### src/rtl/capture_ctrl.sv
// Trigger/capture controller: turns qualified samples into capture-RAM writes around a trigger.
// Pre-trigger fill, runtime post-trigger length, single-shot or continuous re-arm; all outputs registered.
module capture_ctrl #(
  parameter int AW = 10,
  parameter int DW = 8,
  parameter int PW = 16
) (
  input  logic          clk,
  input  logic          rst,
  input  logic          sample_en,
  input  logic [DW-1:0] din_sync,
  input  logic          trig,
  input  logic          arm,
  input  logic          abort,
  input  logic          mode_cont,
  input  logic [AW-1:0] pre_samp,
  input  logic [PW-1:0] post_samp,
  output logic          wr_en,
  output logic [AW-1:0] wr_addr,
  output logic [DW-1:0] wr_data,
  output logic [AW-1:0] trig_addr,
  output logic [2:0]    state,
  output logic          capturing,
  output logic          done,
  output logic          wrapped
);

  localparam logic [2:0] S_IDLE    = 3'd0;
  localparam logic [2:0] S_PREFILL = 3'd1;
  localparam logic [2:0] S_ARMED   = 3'd2;
  localparam logic [2:0] S_POST    = 3'd3;
  localparam logic [2:0] S_DONE    = 3'd4;

  logic [2:0]    state_nxt;
  logic [AW-1:0] wptr;
  logic [AW-1:0] pre_cnt;
  logic [PW-1:0] post_cnt;
  logic [AW-1:0] pre_l;
  logic [PW-1:0] post_l;
  logic          cont_l;

  logic          in_cap;
  logic          wr_fire;
  logic          restart;
  logic          trig_hit;
  logic [AW-1:0] restart_pre;
  logic          capturing_nxt;
  logic          done_nxt;

  assign in_cap      = (state == S_PREFILL) || (state == S_ARMED) || (state == S_POST);
  assign wr_fire     = in_cap && sample_en;
  // An explicit arm re-latches config; a continuous re-arm reuses what was latched.
  assign restart     = !abort && (arm || (state == S_DONE && cont_l));
  assign restart_pre = arm ? pre_samp : pre_l;
  assign trig_hit    = !abort && !arm && (state == S_ARMED) && trig && sample_en;

  always_ff @(posedge clk or posedge rst) begin
    if (rst) state <= S_IDLE;
    else     state <= state_nxt;
  end

  always_comb begin
    state_nxt = state;
    if (abort) begin
      state_nxt = S_IDLE;
    end else if (restart) begin
      state_nxt = (restart_pre == '0) ? S_ARMED : S_PREFILL;
    end else begin
      case (state)
        S_PREFILL: if (sample_en && pre_cnt == pre_l - AW'(1)) state_nxt = S_ARMED;
        S_ARMED:   if (trig && sample_en) state_nxt = (post_l == '0) ? S_DONE : S_POST;
        S_POST:    if (sample_en && post_cnt == post_l - PW'(1)) state_nxt = S_DONE;
        default:   state_nxt = state;
      endcase
    end
  end

  always_comb begin
    capturing_nxt = (state_nxt == S_PREFILL) || (state_nxt == S_ARMED) || (state_nxt == S_POST);
    done_nxt      = (state != S_DONE) && (state_nxt == S_DONE);
  end

  always_ff @(posedge clk or posedge rst) begin
    if (rst) begin
      wr_en     <= 1'b0;
      wr_addr   <= '0;
      wr_data   <= '0;
      trig_addr <= '0;
      capturing <= 1'b0;
      done      <= 1'b0;
      wrapped   <= 1'b0;
      wptr      <= '0;
      pre_cnt   <= '0;
      post_cnt  <= '0;
      pre_l     <= '0;
      post_l    <= '0;
      cont_l    <= 1'b0;
    end else begin
      wr_en     <= wr_fire;
      capturing <= capturing_nxt;
      done      <= done_nxt;
      if (wr_fire) begin
        wr_addr <= wptr;
        wr_data <= din_sync;
      end
      // The in-flight write is still issued on arm; only the pointer restarts.
      if (restart) begin
        wptr    <= '0;
        wrapped <= 1'b0;
        pre_cnt <= '0;
      end else begin
        if (wr_fire) begin
          wptr <= wptr + AW'(1);
          if (wptr == {AW{1'b1}}) wrapped <= 1'b1;
        end
        if (state == S_PREFILL && sample_en) pre_cnt <= pre_cnt + AW'(1);
      end
      if (arm && !abort) begin
        pre_l  <= pre_samp;
        post_l <= post_samp;
        cont_l <= mode_cont;
      end
      if (trig_hit) begin
        trig_addr <= wptr;
        post_cnt  <= '0;
      end else if (state == S_POST && sample_en) begin
        post_cnt <= post_cnt + PW'(1);
      end
    end
  end

endmodule

### config.mk
export PLATFORM = sky130hd
export DESIGN_NAME = capture_ctrl
export DESIGN_NICKNAME = d
export VERILOG_FILES = /design/src/rtl/capture_ctrl.sv
export SDC_FILE = /design/constraint.sdc
export NUM_CORES = 1
export LEC_CHECK = 0
export CAP_MARGIN = 10
export CELL_PAD_IN_SITES_DETAIL_PLACEMENT = 0
export CELL_PAD_IN_SITES_GLOBAL_PLACEMENT = 1
export CORE_MARGIN = 5
export CORE_UTILIZATION = 40
export CTS_BUF_LIST = sky130_fd_sc_hd__clkbuf_16
export DETAILED_ROUTE_END_ITERATION = 6
export PLACE_DENSITY = 0.87
export SLEW_MARGIN = 20
export SYNTH_ARGS = -nofsm -noshare
export SYNTH_HDL_FRONTEND = slang
export SYNTH_SLANG_ARGS = --single-unit
### constraint.sdc
create_clock -name clk -period 3.8 [get_ports clk]
set_clock_uncertainty 0.15 [all_clocks]
set_input_delay 0.38 -clock clk [delete_from_list [all_inputs] [get_ports clk]]
set_output_delay 0.38 -clock clk [all_outputs]
set_load 0.01 [all_outputs]
==> run metrics <==
fmax=332.6 MHz; Synth area leaders=dfrtp_1 (48%), mux2_2 (11%), xor2_1 (5.8%), xnor2_1 (4.3%), nor2_1 (3.7%); Cell variety after synth=59; Post-synth EDFFs=0; Main synth FF type=dfrtp_1; post-route minimum period=between 3000 and 4000 ps; crit path DAT=3060 ps; Synth Area in Compound Gates=8.229%; Synth area leader=dfrtp_1; clock-pin slew on the worst setup and hold paths=70 ps; Ports=76; HP Class=input pin to asynchronous set/reset pin; most common cell in the netlist=dfrtp_1; DRT Pass-1 Iters=4; DP Cell Count=713; P&R area growth vs syn=23.73%; vias in the first global route=3975; Synth Warn #=0; initial core utilization=40.65%; Leak=2.665 nW; FF-to-FF Start=state[1]$_DFF_PP0_; RSZ-0062 raised after global routing=false; largest family of logic cells by synthesized area=simple AND/OR/NAND/NOR gates; Post-Syn Area=approximately 5100 sq um; Synth top cells by count=dfrtp_1 (98), nor2_1 (50), mux2_2 (48); Peak VDD IR=about 0.24 mV; FF-to-FF End=post_cnt[14]$_DFFE_PP0P_; share of flip-flops with an asynchronous set or reset=100.0%; Final Hold Fails=0; r2r worst-path depth=7; initial DRC count=218; die area=between 15000 and 20000 sq um; r2r setup slk=790 ps; Top Family by Delay on Critical Path=simple AND/OR/NAND/NOR gates; GPL Wtd Cong=0.8955; final antenna-violating net count=0; post-synthesis average cell area=10.69 sq um; Critical Path Fanout Max=12; total CTS buffers=9; fraction of layout cells with a size suffix above 1=15.26%; first-pass GRT wire length=roughly 20 mm; CTS tree=yes; endpoint class of the critical path=register; GRT Resource Usage Total=16.88%; maximum clock path buffer count=2; Slew headroom=roughly 33%; Syn Nets=524; initial antenna violation count=0; via count=3902; Synth Area in XOR/XNOR=around 10%; status=complete, no violations; Layout Nets=~600; # Post-CTS Setup Buffers=0; PwrDens=391.9 nW/um^2; # fillers=1156; Routed WL per cell=16.44 um; Reg area=around 2500 sq um; Setup CP Type=register to register; mux cell area share after synthesis=between 10 and 15%; share of the yosys chip area belonging to registers=48.00%; synthesized-area fraction occupied by adder cells=under 10%; Ant. Diodes=0; Worst Hold Slack=360.3 ps; Post-Place Worst Slack=609.9 ps; Simple-Gate Fraction of Synth Area=18.61%; cts hold-fix bufs=0; Clk Latency, worst-skew pair=350 ps; fin cells=roughly 730; number of gates resized after cts=0; Final WS setup=793.3 ps; startpoint types=register; clock tree sinks=98; Post-Route WL=11.99 mm; Final Util=around half; Via density=5.353; number of synthesized register bits=98; DPL Wire Length=8.798 mm; crit path max-delay cell type=a2111oi_0; post-synth top area share=48.00%; # port buffers=75; core area=about 13000 sq um; htree depth=3; total grt overflow=0; Site Rows=around 40; required time of the worst setup path=slightly below 4000 ps; Max stage delay on crit path=950 ps; setup_tns=0 ps; Buf/Inv on CP=0; Post-Syn Instances=between 400 and 500; fin crit share=79.12%; Die Ht=123.0 um; measured slew at the worst slew-check pin=981.0 ps; max_cap viols=0; largest net degree at the start of global routing=slightly below 60; Root Buffer=clkbuf_16; final setup vio count=0; Die X-Extent=123.0 um; worst path cell trace=nor3b_1, and3_1, nand2_1, a2111oi_0, nand3_1, xor2_1, nor2_1; Slew Limit Fails=0; DRC violation count after routing=0; area of the multi-input gates=roughly 2500 sq um
==> flip-flops by register name, indices dropped and copies added, names as in the netlist, 3 cells and up <==
name	flops
post_cnt	16
post_l	16
pre_cnt	10
pre_l	10
state	3
trig_addr	10
wptr	10
wr_addr	10
wr_data	8
==> per-stage QoR <==
step / total power, mW / area [sq um]
2_1_floorplan: 1.457 / 5109
3_3_place_gp: 1.618 / 6043
3_5_place_dp: 1.634 / 6043
4_1_cts: 2.503 / 6321
5_1_grt: 2.596 / 6321
6_report: 2.477 / 6321
==> cell usage in the layout (no fill, tap or decap), types with 14 or more instances in the layout <==
cell type        instances
dfrtp_1                 98
clkdlybuf4s50_1         75
nor2_1                  48
mux2_2                  48
xor2_1                  34
nand2_1                 25
xnor2_1                 25
nand4_1                 18
nand3_1                 16
inv_1                   14
o21ai_0                 14
==> cell type report <==
cell class | instances | area share (%)
well taps | 172 | 3.405
inverters | 15 | 0.9303
clock buffers | 9 | 3.563
clock inverters | 7 | 0.8314
repair buffers | 79 | 12.35
flip-flops and latches | 98 | 38.80
multi-input cells | 349 | 40.12
==> where the power goes <==
group / total [mW] / internal (mW) / switching [mW]
Sequential: 1.20 / 1.12 / 0.0887
Combinational: 0.411 / 0.222 / 0.189
Clock: 0.862 / 0.447 / 0.415
==> routing by layer <==
layer  part of all wire (%)  routed length (um)  track usage [%]
met1                     47                5629            22.70
met3                    7.2                 861            5.627
met5                      0                   0                0
met2                     45                5357            26.31
met4                    1.2                 140            4.498
==> worst max-delay path by stage <==
stage / start / to / slack, ps / cells after the start
floorplan: rst / capturing$_DFF_PP0_ / 710 / 1
detailed placement: sample_en / post_cnt[14]$_DFFE_PP0P_ / 610 / 7
global placement: sample_en / post_cnt[14]$_DFFE_PP0P_ / 730 / 7
global route: state[1]$_DFF_PP0_ / post_cnt[14]$_DFFE_PP0P_ / 470 / 7
finish: state[1]$_DFF_PP0_ / post_cnt[14]$_DFFE_PP0P_ / 790 / 7
CTS: state[1]$_DFF_PP0_ / post_cnt[14]$_DFFE_PP0P_ / 820 / 7
==> cell families (layout without fill, tap and decap cells) <==
family,after synthesis,count (layout)
DFF,98,98
adders and majority gates,5,5
xor gates and xnor gates,59,59
muxes,52,52
buffers and inverters,31,110
and+or+nand+nor,174,174
AOI/OAI and AO/OA,59,59
No activity file was read; power rests on OpenSTA's default activity.
